===== src/rtl/lcd_sequencer.sv =====
// HD44780 character LCD sequencer: power-up wait, fixed init ROM, then one
// instruction/data byte per valid/ready handshake with counter-timed RS/EN/DB
// strobing and execution waits. The LCD busy flag is never read.
module lcd_sequencer #(
  parameter int unsigned T_POWERUP   = 375000,
  parameter int unsigned T_SETUP     = 2,
  parameter int unsigned T_EN_HIGH   = 12,
  parameter int unsigned T_HOLD      = 2,
  parameter int unsigned T_EXEC      = 1000,
  parameter int unsigned T_EXEC_LONG = 40000
) (
  input  logic       i_clk,
  input  logic       i_rst_n,
  input  logic       i_req_vld,
  output logic       o_req_rdy,
  input  logic       i_req_rs,
  input  logic [7:0] i_req_data,
  output logic       o_init_done,
  output logic       o_busy,
  output logic [7:0] o_lcd_data,
  output logic       o_lcd_rs,
  output logic       o_lcd_rw,
  output logic       o_lcd_en,
  output logic       o_lcd_on
);

  // Counter must hold the largest timing parameter.
  localparam int unsigned Max0 = (T_POWERUP > T_EXEC_LONG) ? T_POWERUP : T_EXEC_LONG;
  localparam int unsigned Max1 = (T_EXEC > T_EN_HIGH) ? T_EXEC : T_EN_HIGH;
  localparam int unsigned Max2 = (T_SETUP > T_HOLD) ? T_SETUP : T_HOLD;
  localparam int unsigned Max3 = (Max0 > Max1) ? Max0 : Max1;
  localparam int unsigned MaxT = (Max3 > Max2) ? Max3 : Max2;
  localparam int unsigned CntW = $clog2(MaxT) + 1;

  typedef enum logic [2:0] {
    StPwrup,
    StLoad,
    StSetup,
    StEn,
    StHold,
    StExec,
    StIdle
  } state_e;

  state_e          state_q;
  logic [CntW-1:0] cnt_q;
  logic [1:0]      idx_q;
  logic [7:0]      rom_byte;
  logic            exec_long;
  logic [CntW-1:0] exec_load;

  // Init ROM: 8-bit/2-line, display on, clear, entry mode increment.
  always_comb begin
    rom_byte = 8'h38;
    unique case (idx_q)
      2'd0: rom_byte = 8'h38;
      2'd1: rom_byte = 8'h0C;
      2'd2: rom_byte = 8'h01;
      2'd3: rom_byte = 8'h06;
      default: rom_byte = 8'h38;
    endcase
  end

  // Clear display / return home (0x01..0x03) need the long execution wait.
  assign exec_long = ~o_lcd_rs & (o_lcd_data[7:2] == 6'd0) & (o_lcd_data[1:0] != 2'd0);
  assign exec_load = exec_long ? CntW'(T_EXEC_LONG - 1) : CntW'(T_EXEC - 1);

  assign o_req_rdy = (state_q == StIdle);
  assign o_busy    = ~o_req_rdy;
  assign o_lcd_rw  = 1'b0;

  // Sequencer FSM with down-counter and registered LCD pin outputs.
  always_ff @(posedge i_clk or negedge i_rst_n) begin
    if (!i_rst_n) begin
      state_q     <= StPwrup;
      cnt_q       <= '0;
      idx_q       <= 2'd0;
      o_init_done <= 1'b0;
      o_lcd_data  <= 8'h00;
      o_lcd_rs    <= 1'b0;
      o_lcd_en    <= 1'b0;
      o_lcd_on    <= 1'b0;
    end else begin
      o_lcd_on <= 1'b1;
      unique case (state_q)
        StPwrup: begin
          // o_lcd_on low marks the first cycle out of reset; the counter is armed there
          // so that the whole power-up wait spans exactly T_POWERUP cycles.
          if (!o_lcd_on) begin
            if (T_POWERUP <= 1) begin
              state_q <= StLoad;
            end else begin
              cnt_q <= CntW'(T_POWERUP - 2);
            end
          end else if (cnt_q == '0) begin
            state_q <= StLoad;
          end else begin
            cnt_q <= cnt_q - CntW'(1);
          end
        end
        StLoad: begin
          o_lcd_rs   <= 1'b0;
          o_lcd_data <= rom_byte;
          cnt_q      <= CntW'(T_SETUP - 1);
          state_q    <= StSetup;
        end
        StSetup: begin
          if (cnt_q == '0) begin
            o_lcd_en <= 1'b1;
            cnt_q    <= CntW'(T_EN_HIGH - 1);
            state_q  <= StEn;
          end else begin
            cnt_q <= cnt_q - CntW'(1);
          end
        end
        StEn: begin
          if (cnt_q == '0) begin
            o_lcd_en <= 1'b0;
            cnt_q    <= CntW'(T_HOLD - 1);
            state_q  <= StHold;
          end else begin
            cnt_q <= cnt_q - CntW'(1);
          end
        end
        StHold: begin
          if (cnt_q == '0) begin
            cnt_q   <= exec_load;
            state_q <= StExec;
          end else begin
            cnt_q <= cnt_q - CntW'(1);
          end
        end
        StExec: begin
          if (cnt_q == '0) begin
            if (o_init_done) begin
              state_q <= StIdle;
            end else if (idx_q != 2'd3) begin
              idx_q   <= idx_q + 2'd1;
              state_q <= StLoad;
            end else begin
              o_init_done <= 1'b1;
              state_q     <= StIdle;
            end
          end else begin
            cnt_q <= cnt_q - CntW'(1);
          end
        end
        StIdle: begin
          if (i_req_vld) begin
            o_lcd_rs   <= i_req_rs;
            o_lcd_data <= i_req_data;
            cnt_q      <= CntW'(T_SETUP - 1);
            state_q    <= StSetup;
          end
        end
        default: state_q <= StPwrup;
      endcase
    end
  end

  // Pin-level invariants.
  a_en_only_in_en: assert property (@(posedge i_clk) disable iff (!i_rst_n)
    o_lcd_en == (state_q == StEn));
  a_bus_stable: assert property (@(posedge i_clk) disable iff (!i_rst_n)
    (state_q == StEn || state_q == StHold) |-> $stable({o_lcd_rs, o_lcd_data}));
  a_rw_low: assert property (@(posedge i_clk) o_lcd_rw == 1'b0);

endmodule

===== config.mk =====
export PLATFORM = sky130hd
export DESIGN_NAME = lcd_sequencer
export DESIGN_NICKNAME = d
export VERILOG_FILES = /design/src/rtl/lcd_sequencer.sv
export SDC_FILE = /design/constraint.sdc
export NUM_CORES = 1
export LEC_CHECK = 0
export CAP_MARGIN = 20
export CORE_MARGIN = 2
export CORE_UTILIZATION = 40
export CTS_BUF_LIST = sky130_fd_sc_hd__clkbuf_4 sky130_fd_sc_hd__clkbuf_8
export CTS_CLUSTER_SIZE = 10
export DETAILED_ROUTE_END_ITERATION = 10
export PLACE_DENSITY = 0.68
export SYNTH_ARGS = -nofsm -noshare
export SYNTH_HDL_FRONTEND = slang
export SYNTH_SLANG_ARGS = --single-unit

===== constraint.sdc =====
create_clock -name i_clk -period 4.7 [get_ports i_clk]
set_clock_uncertainty 0.05 [all_clocks]
set_input_delay 1.175 -clock i_clk [delete_from_list [all_inputs] [get_ports i_clk]]
set_output_delay 1.175 -clock i_clk [all_outputs]
set_load 0.01 [all_outputs]

==> results.py <==
metrics = {
    "outcome": {
        "outcome": "complete, no violations",
    },
    "sta": {
        "setup_viol": 0,
        "drv_slew": 0,
        "finalHoldViolCount": 0,
        "slew_headroom": 0.3512,
        "tightest_slew_ps": 969.7,
        "rsz0062_at_grt": "false",
        "post-route-min-period_ps": 3748,
        "setup_tns_ps": 0,
        "fmax_mhz": 266.8,
        "final.period_utilization": 0.7974,
    },
    "worst_setup_path": {
        "end_kind": "primary output",
        "cp.depth": 3,
        "slowest_delay_ps": 860,
        "start_kind": "register",
        "worstPathCellList": "nand3_1 > inv_1 > clkdlybuf4s50_1",
        "reg2reg_depth": 9,
        "critical-path-top-delay-family": "buffers and inverters",
        "cp.buffers_inverters": 2,
        "r2r_setup_slack_ps": 1170,
        "critical_path.slowest_cell": "dfrtp_1",
        "timing.rr.start": "cnt_q[7]",
        "r2r_end": "cnt_q[0]",
        "worstPathArrival_ps": 2520,
        "critPathRequiredTime_ps": 3470,
        "setup.worst_path.class": "reg -> out",
        "worst-path-max-fanout": 26,
    },
    "synth": {
        "synth.avg_cell_area_um2": 8.097,
        "yosys_warnings": 0,
        "synth_nets": 333,
        "synth_cell_type_count": 56,
        "syn_area_mm2": 0.002542,
        "syn_inst": 314,
        "async_reset_ff_frac": 1.000,
        "synth-main-ff-cell": "dfrtp_1",
        "ys_ff_latch": 37,
        "yosysSeqAreaShare": 0.3642,
        "synth_edf_count": 0,
    },
    "power": {
        "ir_worst_vdd_mv": 0.1625,
        "power.density_mw_per_mm2": 334.7,
        "p_leak_uw": 0.001133,
    },
    "route": {
        "vias_per_cell": 6.163,
        "post_drt_wl_per_cell_um": 17.58,
        "dr.pass1.iters": 5,
        "wirelength_mm": 7.120,
        "drc": 0,
        "ant_nets": 0,
        "drt_iter0_drc": 266,
        "vias": 2496,
    },
    "cells_and_area": {
        "fin_cells": 405,
        "layout_common_cells": "dfrtp_1, o21ai_0, nor2_1",
        "nFillCells": 625,
        "drive_above_1_share": 0.06098,
        "syn_to_final_growth_pct": 13.19,
        "layout.nets": 346,
        "layout_commonest_cell": "dfrtp_1",
        "n_antenna_cell": 0,
    },
    "cts": {
        "holdBufCountCts": 0,
        "clockRootBuffer": "clkbuf_8",
        "ctsResizeCount": 0,
        "cts_buffers": 5,
        "clk_pin_slew_ps": 80,
        "post_cts_buffers": 0,
        "cts_tree": "yes",
        "clock_path_buffers": 2,
        "cts.sinks": 37,
        "clk_latency_ps": 300,
        "htree_levels": 2,
    },
    "place": {
        "dpl.cell_count": 397,
        "gp_congestion": 0.9443,
        "dp_hpwl_mm": 4.933,
        "port_buffers": 25,
    },
    "floorplanning": {
        "die_w_um": 83.73,
        "ios": 27,
        "die_y_um": 83.73,
        "initial_utilization": 0.4074,
        "die-area_mm2": 0.007010,
        "num_rows": 29,
        "coreArea_mm2": 0.006241,
    },
    "worst_hold_path": {
        "holdPathStages": 1,
        "min_path_type": "reg -> reg",
        "hold_end": "cnt_q[9]",
        "min_from": "cnt_q[9]",
    },
    "grt": {
        "grt_pass1_wl_mm": 11.64,
        "grt_pass1_vias": 2236,
        "overflow": 0,
        "antenna_found_initial": 0,
        "grt_usage": 0.2048,
        "grt_max_degree": 38,
    },
    "run": {
        "max-cap-violations": 0,
    },
}
-- state kept, by name, summed over array words and instances, names as in the netlist --
register / cells
state_q: 3
o_lcd_rs: 1
o_lcd_en: 1
o_init_done: 1
o_lcd_data: 8
cnt_q: 20
idx_q: 2
o_lcd_on: 1
-- cells in the mapped netlist, drive strengths merged, types with 3 or more instances --
master	n	area share
or3	6	0.015
a32o	4	0.016
buf	8	0.023
xnor2	3	0.010
or2	3	0.0074
mux2i	3	0.012
and2	3	0.0074
nand2b	4	0.0098
dfrtp	37	0.36
o41ai	3	0.010
a31oi	4	0.0098
a21oi	28	0.055
nand2	25	0.037
or4	3	0.010
clkbuf	13	0.019
nor2b	3	0.0074
nor2	33	0.055
ha	7	0.034
nand4	3	0.0074
nor4	6	0.015
o31ai	8	0.024
inv	10	0.016
a22o	3	0.010
o21ai	37	0.073
a211oi	3	0.0089
nand3	9	0.018
nor3	16	0.031
-- worst register-to-register path, delay by kind of cell (launching register included) --
| family | cells | cell delay, ps |
|---|---|---|
| adders and majority gates | 1 | 350 |
| buffers and inverters | 1 | 200 |
| AOI/OAI and AO/OA | 3 | 580 |
| DFF | 1 | 450 |
| and+or+nand+nor | 4 | 1790 |
-- kinds of logic (layout without fill, tap and decap cells) --
logic type                 count (synthesis)  in the layout  share of synthesized area
other                                      2              2                   0.002954
adders and majority gates                  7              7                    0.03445
buffers and inverters                     31             45                    0.05807
xor gates and xnor gates                   5              5                    0.01723
and+or+nand+nor                          123            123                     0.2520
DFF                                       37             37                     0.3642
AOI/OAI and AO/OA                        105            105                     0.2549
muxes                                      4              4                    0.01624
-- how the worst max path moves through the flow --
stage          startpoint   endpoint
6_report       state_q[1]  o_req_rdy
5_1_grt        state_q[1]  o_req_rdy
4_1_cts        state_q[1]  o_req_rdy
3_5_place_dp     cnt_q[7]   cnt_q[0]
3_3_place_gp     cnt_q[7]   cnt_q[0]
2_1_floorplan   cnt_q[10]   cnt_q[0]
-- metrics by stage --
stage               total power (µW)  instance area (µm²)  setup WS, ps  utilization  hold slack (ps)
global placement               731.2                 2791          1389       0.4473            430.4
global route                    1020                 2878         850.6       0.4611            473.9
detailed placement             732.7                 2791          1312       0.4473            432.1
floorplan                      658.4                 2542          1942            -            395.6
finish                         963.3                 2878         952.3       0.4611            451.5
CTS                            960.4                 2878          1023       0.4611            450.2
-- area by class of cell --
| type | count | area (µm²) | share of cell area |
|---|---|---|---|
| clock buffers | 5 | 68.82 | 0.02391 |
| clock inverters | 3 | 17.52 | 0.006087 |
| inverters | 10 | 40.04 | 0.01391 |
| multi-input cells | 246 | 1469 | 0.5104 |
| flip-flops and latches | 37 | 925.9 | 0.3217 |
| well taps | 77 | 96.34 | 0.03348 |
| repair buffers | 27 | 260.3 | 0.09043 |
-- power breakdown --
group / total, µW / internal (µW) / switching, µW
clock: 224 / 102 / 122
combinational: 273 / 124 / 149
sequential: 466 / 379 / 86.9
-- routing by layer --
| layer | share of wire | GRT usage | vias up |
|---|---|---|---|
| met5 | 0 | 0 | - |
| met3 | 0.083 | 0.05242 | 18 |
| met4 | 0.024 | 0.07331 | 0 |
| met1 | 0.46 | 0.3051 | 1167 |
| met2 | 0.44 | 0.2851 | 125 |
| li1 | - | - | 1186 |
(Power assumes the default switching activity.)
